===== src/rtl/avmm_timeout_stage.sv =====
// avmm_timeout_stage: registered Avalon-MM stage that breaks the waitrequest/readdata path
// and abandons a slave that stalls too long. Define AVMM_TIMEOUT_STATUS_EN to add timeout status ports.
module avmm_timeout_stage #(
    parameter int unsigned ADDRESS_WIDTH  = 32,
    parameter int unsigned DATA_WIDTH     = 32,
    parameter int unsigned TIMEOUT_CYCLES = 1024,
    parameter logic [31:0] TIMEOUT_DATA   = 32'hDEADBEEF
) (
    input  logic                     clk,
    input  logic                     reset,
    input  logic [ADDRESS_WIDTH-1:0] s0_addr,
    input  logic                     s0_read,
    input  logic                     s0_write,
    input  logic [DATA_WIDTH-1:0]    s0_writedata,
    output logic [DATA_WIDTH-1:0]    s0_readdata,
    output logic                     s0_waitrequest,
`ifdef AVMM_TIMEOUT_STATUS_EN
    input  logic                     timeout_clr,
    output logic                     timeout_flag,
    output logic [ADDRESS_WIDTH-1:0] timeout_addr,
    output logic [15:0]              timeout_count,
`endif
    output logic [ADDRESS_WIDTH-1:0] m0_addr,
    output logic                     m0_read,
    output logic                     m0_write,
    output logic [DATA_WIDTH-1:0]    m0_writedata,
    input  logic [DATA_WIDTH-1:0]    m0_readdata,
    input  logic                     m0_waitrequest
);

    localparam int unsigned CNT_W = (TIMEOUT_CYCLES == 0) ? 1 : $clog2(TIMEOUT_CYCLES + 1);
    localparam logic [CNT_W-1:0] CNT_LAST = (TIMEOUT_CYCLES == 0) ? {CNT_W{1'b0}}
                                                                  : CNT_W'(TIMEOUT_CYCLES - 1);
    localparam logic [DATA_WIDTH-1:0] TO_DATA = DATA_WIDTH'(TIMEOUT_DATA);
    localparam bit TO_EN = (TIMEOUT_CYCLES != 0);

    typedef enum logic [1:0] {
        S_IDLE  = 2'd0,
        S_ISSUE = 2'd1,
        S_DONE  = 2'd2
    } state_t;

    state_t                   r_state;
    state_t                   w_next;
    logic [CNT_W-1:0]         r_cnt;
    logic [ADDRESS_WIDTH-1:0] r_m0_addr;
    logic [DATA_WIDTH-1:0]    r_m0_writedata;
    logic                     r_m0_read;
    logic                     r_m0_write;
    logic [DATA_WIDTH-1:0]    r_s0_readdata;
    logic                     r_s0_waitrequest;

    logic w_req;
    logic w_grant;
    logic w_timeout;

    assign w_req     = s0_read | s0_write;
    assign w_grant   = (r_state == S_ISSUE) && !m0_waitrequest;
    // A grant on the expiring cycle takes priority, so timeout requires waitrequest still high.
    assign w_timeout = TO_EN && (r_state == S_ISSUE) && m0_waitrequest && (r_cnt == CNT_LAST);

    always_ff @(posedge clk or posedge reset) begin
        if (reset) begin
            r_state <= S_IDLE;
        end else begin
            r_state <= w_next;
        end
    end

    always_comb begin
        w_next = r_state;
        case (r_state)
            S_IDLE:  if (w_req) w_next = S_ISSUE;
            S_ISSUE: if (w_grant || w_timeout) w_next = S_DONE;
            S_DONE:  w_next = S_IDLE;
            default: w_next = S_IDLE;
        endcase
    end

    always_ff @(posedge clk or posedge reset) begin
        if (reset) begin
            r_cnt            <= '0;
            r_m0_addr        <= '0;
            r_m0_writedata   <= '0;
            r_m0_read        <= 1'b0;
            r_m0_write       <= 1'b0;
            r_s0_readdata    <= '0;
            r_s0_waitrequest <= 1'b1;
        end else begin
            r_s0_waitrequest <= (w_next != S_DONE);
            case (r_state)
                S_IDLE: begin
                    if (w_req) begin
                        r_m0_addr      <= s0_addr;
                        r_m0_writedata <= s0_writedata;
                        r_m0_write     <= s0_write;
                        // Simultaneous read and write is illegal upstream; only the write goes out.
                        r_m0_read      <= s0_read & ~s0_write;
                        r_cnt          <= '0;
                    end
                end
                S_ISSUE: begin
                    if (w_grant) begin
                        r_m0_read  <= 1'b0;
                        r_m0_write <= 1'b0;
                        if (r_m0_read) r_s0_readdata <= m0_readdata;
                    end else if (w_timeout) begin
                        r_m0_read  <= 1'b0;
                        r_m0_write <= 1'b0;
                        if (r_m0_read) r_s0_readdata <= TO_DATA;
                    end else if (r_cnt != {CNT_W{1'b1}}) begin
                        r_cnt <= r_cnt + CNT_W'(1);
                    end
                end
                default: ;
            endcase
        end
    end

    assign s0_readdata    = r_s0_readdata;
    assign s0_waitrequest = r_s0_waitrequest;
    assign m0_addr        = r_m0_addr;
    assign m0_read        = r_m0_read;
    assign m0_write       = r_m0_write;
    assign m0_writedata   = r_m0_writedata;

`ifdef AVMM_TIMEOUT_STATUS_EN
    logic                     r_to_flag;
    logic [ADDRESS_WIDTH-1:0] r_to_addr;
    logic [15:0]              r_to_count;

    // A timeout on the same cycle as a clear restarts the status from this event.
    always_ff @(posedge clk or posedge reset) begin
        if (reset) begin
            r_to_flag  <= 1'b0;
            r_to_addr  <= '0;
            r_to_count <= '0;
        end else if (w_timeout) begin
            r_to_flag <= 1'b1;
            if (!r_to_flag || timeout_clr) r_to_addr <= r_m0_addr;
            if (timeout_clr) begin
                r_to_count <= 16'd1;
            end else if (r_to_count != 16'hFFFF) begin
                r_to_count <= r_to_count + 16'd1;
            end
        end else if (timeout_clr) begin
            r_to_flag  <= 1'b0;
            r_to_addr  <= '0;
            r_to_count <= '0;
        end
    end

    assign timeout_flag  = r_to_flag;
    assign timeout_addr  = r_to_addr;
    assign timeout_count = r_to_count;
`endif

endmodule

===== config.mk =====
export PLATFORM = sky130hd
export DESIGN_NAME = avmm_timeout_stage
export DESIGN_NICKNAME = d
export VERILOG_FILES = /design/src/rtl/avmm_timeout_stage.sv
export SDC_FILE = /design/constraint.sdc
export NUM_CORES = 1
export LEC_CHECK = 0
export ABC_AREA = 0
export CAP_MARGIN = 25
export CORE_UTILIZATION = 35
export DETAILED_ROUTE_END_ITERATION = 10
export HOLD_SLACK_MARGIN = 0.1
export PLACE_DENSITY = 0.69
export SLEW_MARGIN = 20
export SYNTH_ARGS = -nofsm -noshare
export SYNTH_HDL_FRONTEND = slang
export SYNTH_SLANG_ARGS = --single-unit
export TNS_END_PERCENT = 100

===== constraint.sdc =====
create_clock -name clk -period 4.9 [get_ports clk]
set_input_delay 0.98 -clock clk [delete_from_list [all_inputs] [get_ports clk]]
set_output_delay 0.98 -clock clk [all_outputs]
set_load 0.05 [all_outputs]

Word-level counts from Yosys, hierarchy flattened
Cells that the tools add are included.

Equal/unequal tests: 11. Muxes and demuxes: 18. Bitwise operators: 3. $add $sub $neg: 1. Reduce and logical (&&, ||, !) cells: 12.

Operators with widths (number): $mux W32 (4); $mux W11 (4); $pmux W11 S2 (1); $ne A2 B2 Y1 const B (6); $add A11 B1 Y11 const B (1); $eq A11 B10 Y1 const B (1); $ne A11 B11 Y1 const B (1); $reduce_and A5 Y1 (1); $mux W1 (4); $mux W2 (2); $pmux W1 S2 (2); $pmux W2 S2 (1); $reduce_and A4 Y1 (1); $reduce_bool A2 Y1 (2); $logic_and A1 B1 Y1 (3); $ne A3 B3 Y1 const B (1); $reduce_and A3 Y1 (1); $eq A2 B1 Y1 const B (1); $logic_not A2 Y1 (1); $ne A2 B1 Y1 const B (1); $reduce_and A2 Y1 (1); $and A1 B1 Y1 (1); $logic_not A1 Y1 (1); $logic_or A1 B1 Y1 (1); other kinds (2) (2).

Output and inout port bits: 99. Register bits after elaboration: 112. Word-level logic and storage cells: 53. Bits of input ports: 101.

Logic depth before layout (Yosys ltp)
Gate-level depths: netlist (run 1).

Depth after elaboration: 7. Depth in mapped cells: 7. Mapped depth without buffers: 5.

Worst setup path before layout (run 1)
Ideal clock, no wire load.

Path type: input-to-reg. From: input port m0_waitrequest. To: register r_cnt[9]. Path buffers: 1. Setup slack: 2.711 ns. Data arrival time: 2.065 ns. Cell stages on the path: 5. Cell sequence: clkbuf_1 -> nor2b_1 -> nor3_1 -> nand2_1 -> a211o_1.

Word-level cells in the longest chain between the ends: 4. Elaborated cells on any way between the ends: 7. Classes of those cells: eq/ne (2); reduce/logical (5).

Ends and longest elaborated chain: start, declared (line 28) `input logic m0_waitrequest`; $logic_and A1 B1 Y1 or $logic_not A1 Y1 (tied branches) (line 60, 58); $logic_and A1 B1 Y1 (on tied branches) (line 60, 58); $ne A2 B2 Y1 (no source line); $reduce_and A5 Y1 (no source line) *; end signal, assigned (line 112) `r_cnt <= r_cnt + CNT_W'(1);`; end, declared (line 45) `logic [CNT_W-1:0] r_cnt;`.

Mark *: on every way between the ends. The rest lies on a longest branch, timed or not. A chain may end at the register's enable or synchronous reset.

Worst setup path in the final report (run 1)
From: register r_s0_waitrequest (netlist: s0_waitrequest). To: output port s0_waitrequest.

RTL lines: start, declared (line 51) `logic r_s0_waitrequest;`; start signal, assigned (line 90) `r_s0_waitrequest <= (w_next != S_DONE);`; end, declared (line 16) `output logic s0_waitrequest,`.

No word-level cell between the ends.

==> impl_results.md, run 1 <==
* CTS tree: yes
* Pleak at 2.77 nW
* GRT Util Overall at 16.3%
* Dominant cells by area after synthesis: dfrtp_1 (63%), mux2_2 (17%), o22a_1 (3.0%)
* Final hold vios at 0
* Critical Path RT at 3.92 ns
* Total number of vias at roughly 3.2k
* Non-Filler Instances at ~670
* Post-CTS setup buffer count at 0
* Sequential share of the synthesized area at roughly 64%
* # rows at 40
* Most frequent cells in the layout: clkdlybuf4s50_1 (199), dfrtp_1 (111), mux2_2 (66)
* Post-route ant nets at 0
* Die area at 0.0130 mm2
* Top Ports at 200
* Worst Hold End: s0_readdata[2]
* Remaining DRCs at 0
* Hold path start: s0_readdata[2]
* Setup TNS at 0 ns
* WHS Path Cells at 1
* Mapped Cells at 298
* Syn Std Cell Area at around 0.0044 mm2
* Reg2reg end: s0_readdata[18]
* CTS max path bufs at 2
* Vias/cell at between 4 and 5
* Arr. time, crit path at approximately 1.7 ns
* # nets final at 598
* Clock sink total at 112
* Element type at the critical path end: output port
* Largest net degree at the start of global routing at 66
* Final Critical Period at 2.66 ns
* Max frequency at 376 MHz
* Fill cells at 1,045
* Final Util at 56.6%
* Reg2Reg Setup Slack at 2.60 ns
* Share of cells above drive strength 1 at 20.6%
* R2r startpoint: r_cnt[1]
* Die Y at 114 um
* P per Cell Area at approximately 800 mW/mm2
* First-pass GRT wire length at 16.6 mm
* CTS Hold Bufs at 0
* Worst-path cell chain: clkdlybuf4s50_1
* Hold Path Class: reg -> reg
* Fin. max-slew vios at 0
* Clock root buffer: clkbuf_16
* Status: finished, final reports clean
* Ys async rst share at 100%
* Ys flop type: dfrtp_1
* Final period util at a little over half
* CTS buffer count at 9
* Post-synth top area share at 63.1%
* Commonest non-fill, non-tap cell in the layout: clkdlybuf4s50_1
* Initial Util at around 36%
* Top cell type by total area after synthesis: dfrtp_1
* Net Count, Synth at 400
* GRT overflow at 0
* Kind of cell adding the most delay to the critical path: buffers and inverters
* Worst Max-Slew Pin Slew at 0.965 ns
* Yosys reg bits at 112
* # diodes at 0
* H-tree Lvls at 3
* DPL Wire Length at 7.48 mm
* Endpoints failing setup at 0
* Wire per inst at 15.3 um
* R2R depth at 5
* Vias in the first global route at around 3.4k
* GP Congestion at 0.742
* Relative max-transition margin at 35.6%
* Clk_skew at 0.00680 ns
* Slowest stage delay, CP at 0.81 ns
* Average cell area after synthesis at 14.8 um2
* Pre-Repair DR Iteration Count at 4
* Crit path max-delay cell type: clkdlybuf4s50_1
* Unrepaired setup endpoints after global routing: no
* Die X at 114 um
* Crit-path max FO at 1
* Max Cap Violations at 0
* Critical path class: reg -> out
* 1st-iter DRT viols at 136
* Clock slew at reported path FFs at 0.07 ns
* Yosys cell types at 42
* Number of synthesized flops with an enable pin at 0
* Core area at 0.0121 mm2
* WL final at a little over 10 mm
* Peak supply drop at ~0.42 mV
* CTS resizes at 0
* Initial antenna violation count at 0
* Worst-Skew Late Latency at 0.34 ns
* Buffers on Ports at 199
* Total power at 5.50 mW
* Area delta synth->final at 55.9%
* Synth Warn # at 0
* Startpoint types: flop
* Worst path buffer plus inverter count at 1
* Post-Place Cells at 652
-- per-layer routing --
layer	GRT usage [%]	share of wire (%)	wire (um)	up-vias
met4	5.71	1.2	128	0
met3	6.09	8.6	883	10
met5	0	0	0	-
met1	19.3	41	4200	1559
li1	-	-	-	1496
met2	27.2	49	5060	112
-- how the worst max path moves through the flow --
stage	from	end	slack (ns)	depth (start not counted)
4_1_cts	m0_waitrequest	s0_readdata[18]	2.02	4
6_report	s0_waitrequest	s0_waitrequest	2.24	1
3_3_place_gp	m0_waitrequest	s0_readdata[19]	1.73	4
3_5_place_dp	m0_waitrequest	s0_readdata[18]	1.64	4
2_1_floorplan	reset	m0_addr[0]	0.96	1
5_1_grt	s0_write	m0_addr[2]	2.11	5
-- where the power goes --
group          switching, mW  internal, mW
sequential             0.242          1.35
clock                  0.329         0.415
combinational           1.96          1.20
-- kinds of logic (layout without fill, tap and decap cells) --
logic type / Yosys count / count (layout) / share of synthesized area (%)
AOI/OAI and AO/OA: 58 / 58 / 11.0
muxes: 67 / 67 / 17.1
buffers and inverters: 20 / 223 / 2.39
adders and majority gates: 1 / 1 / 0.284
DFF: 112 / 112 / 63.7
and+or+nand+nor: 40 / 40 / 5.49
-- sequential cells by signal (all words and copies together), names as in the netlist --
name	count
m0_read	1
m0_write	1
m0_addr	32
s0_waitrequest	1
s0_readdata	32
r_state	2
r_cnt	11
m0_writedata	32
-- cells in the mapped netlist (all sizes together) (3+ instances only) --
cell type	instances
a21o	3
a21oi	3
a22o	9
buf	9
clkbuf	7
dfrtp	111
inv	4
mux2	66
nand2	5
nand2b	5
nand3	8
nor2	4
nor2b	5
nor3	4
o21ai	5
o22a	25
-- area by class of cell --
class	count	area [um2]	area share, %
flip-flops and latches	112	2800	40.9
repair buffers	203	2030	29.5
multi-input cells	166	1500	21.8
clock buffers	11	243	3.54
well taps	168	210	3.06
clock inverters	5	63.8	0.930
inverters	4	17.5	0.255
-- per-stage QoR --
| step | setup slack, ns | hold WS [ns] | cell area, um2 |
|---|---|---|---|
| finish | 2.24 | 0.488 | 6860 |
| global route | 2.11 | 0.504 | 6860 |
| CTS | 2.02 | 0.493 | 6850 |
| detailed placement | 1.64 | 0.476 | 6540 |
| global placement | 1.73 | 0.469 | 6540 |
| floorplan | 0.963 | 0.472 | 4400 |
Note: power is estimated with default switching activity, not from simulation.
==> run 2, diff against run 1 <==
Settings changed: PLACE_DENSITY 0.69 to 0.72.
Clock period 4.9 ns to 2.3 ns, I/O delays scaled along.
==> run 2 against run 1 <==
Net effect:
- utilization rose by 0.57 points
- clock power is 110% higher
- sequential power increased by 110%
- via count increased by 3.1%
- final cell count is 0.60% higher
- worst setup slack got worse by 2.1 ns
- power up 110%
- global-route usage is 1.3 points higher
==> impl_results.md, run 2 (synthesis results as in run 1) <==
* CTS Hold Bufs at 0 (unchanged)
* GRT overflow at 0 (unchanged)
* Clk_skew at 0.00555 ns (-0.00125 ns)
* Crit path max-delay cell type: clkdlybuf4s50_1
* Final Critical Period at 2.12 ns
* Clock root buffer: clkbuf_16
* 1st-iter DRT viols at 106 (-22%)
* Pleak at 2.81 nW (+1.2%)
* Post-CTS setup buffer count at 0 (unchanged)
* Status: finished, final reports clean
* Final Util at 57.2% (+0.57 points)
* Vias in the first global route at 3,460 (+2.0%)
* Fin area at 0.00693 mm2 (+1.0%)
* CTS resizes at 0 (unchanged)
* # rows at 40 (unchanged)
* Non-Filler Instances at 673 (+0.60%)
* Arr. time, crit path at 1.66 ns (-0.02 ns)
* P per Cell Area at 1710 mW/mm2 (+110%)
* Vias/cell at 4.86 (+2.4%)
* Placed inst area at 0.00662 mm2 (+1.2%)
* # nets final at 602 (+0.67%)
* Reg2Reg Setup Slack at 0.24 ns (-2.36 ns)
* Final hold vios at 0 (unchanged)
* Core area at 0.0121 mm2 (unchanged)
* Worst-Skew Late Latency at 0.35 ns (about the same)
* Die X at 114 um (unchanged)
* Initial Util at 36.3% (unchanged)
* Unrepaired setup endpoints after global routing: no
* Clock slew at reported path FFs at 0.07 ns (about the same)
* Crit-path max FO at 1 (unchanged)
* Commonest non-fill, non-tap cell in the layout: clkdlybuf4s50_1
* Endpoints failing setup at 0 (unchanged)
* Wire per inst at 16.1 um (+4.8%)
* Hold path start: s0_readdata[5]
* # diodes at 0 (unchanged)
* CTS max path bufs at 2 (unchanged)
* Startpoint types: flop
* Pre-Repair DR Iteration Count at 4 (unchanged)
* Most frequent cells in the layout: clkdlybuf4s50_1 (199), dfrtp_1 (111), mux2_2 (66)
* Hold slack at 0.489 ns (+0.000724 ns)
* Hold Path Class: reg -> reg
* Largest net degree at the start of global routing at 67 (+1.5%)
* Total power at 11.8 mW (+110%)
* Remaining DRCs at 0 (unchanged)
* Clock sink total at 112 (unchanged)
* Die area at 0.0130 mm2 (unchanged)
* Area delta synth->final at 57.5%
* H-tree Lvls at 3 (unchanged)
* First-pass GRT wire length at 17.5 mm (+5.3%)
* Final period util at 92.1%
* Slowest stage delay, CP at 0.80 ns (about the same)
* WHS Path Cells at 1 (unchanged)
* CTS tree: yes
* Post-Place Cells at 656 (+0.61%)
* PnR worst setup slack at 0.181 ns (-2.06 ns)
* CTS buffer count at 9 (unchanged)
* Element type at the critical path end: output port
* Total number of vias at 3,274 (+3.1%)
* Share of cells above drive strength 1 at 21.0% (+0.43 points)
* Max frequency at 472 MHz
* Worst path buffer plus inverter count at 1 (unchanged)
* GRT Util Overall at 17.6% (+1.3 points)
* Kind of cell adding the most delay to the critical path: buffers and inverters
* Met1 GRT Util at 21.1% (+1.7 points)
* Relative max-transition margin at 62.8% (+27 points)
* Fin. max-slew vios at 0 (unchanged)
* Setup TNS at 0 ns (unchanged)
* Reg2reg end: s0_readdata[4]
* DPL Wire Length at 7.90 mm (+5.6%)
* Post-route ant nets at 0 (unchanged)
* R2r startpoint: r_cnt[1]
* M3 GR Usage at 5.77% (-0.32 points)
* Met2 Resource Use GR at 28.4% (+1.1 points)
* WL final at 10.8 mm (+5.5%)
* R2R depth at 5 (unchanged)
* Critical path class: reg -> out
* GP Congestion at 0.722 (-2.7%)
* Buffers on Ports at 199 (unchanged)
* Peak supply drop at 0.996 mV (+140%)
* Critical Path RT at 1.84 ns (-2.08 ns)
* Max Cap Violations at 0 (unchanged)
* Die Y at 114 um (unchanged)
* DP Worst Slack at 0.136 ns (-1.50 ns)
* Worst Hold End: s0_readdata[5]
* Worst Max-Slew Pin Slew at 0.556 ns (-0.409 ns)
* Worst-path cell chain: clkdlybuf4s50_1
* Busiest grt layer: met2
* Crit. Startpoint: s0_waitrequest
* Top Ports at 200 (unchanged)
* Initial antenna violation count at 0 (unchanged)
## run 2: layer usage
layer | share of wire [%] | up-vias
met4 | 3.0 | 0
li1 | - | 1507
met3 | 7.5 | 22
met5 | 0 | -
met2 | 50 | 110
met1 | 39 | 1635
## run 2: worst max path at each step
stage	end	slack (ns)	depth (start not counted)
2_1_floorplan	s0_readdata[14]	0.40	6
3_3_place_gp	s0_readdata[24]	0.16	3
4_1_cts	s0_waitrequest	0.16	1
3_5_place_dp	s0_readdata[4]	0.14	3
5_1_grt	s0_readdata[24]	0.10	5
6_report	s0_waitrequest	0.18	1
## run 2: final cells by class
cell class | instances | area, um2
inverter | 4 | 18.8
multi-input combinational | 166 | 1500
sequential | 112 | 2800
fill | 1075 | 5180
clock inverter | 3 | 40.0
clock buffer | 13 | 260
timing repair buffer | 207 | 2100
tap | 168 | 210
## run 2: power breakdown
group / internal (mW) / leakage, nW / switching (mW)
Clock: 0.902 / 0.150 / 0.682
Combinational: 2.61 / 1.34 / 4.22
Sequential: 2.88 / 1.31 / 0.530
Total: 6.39 / 2.81 / 5.43
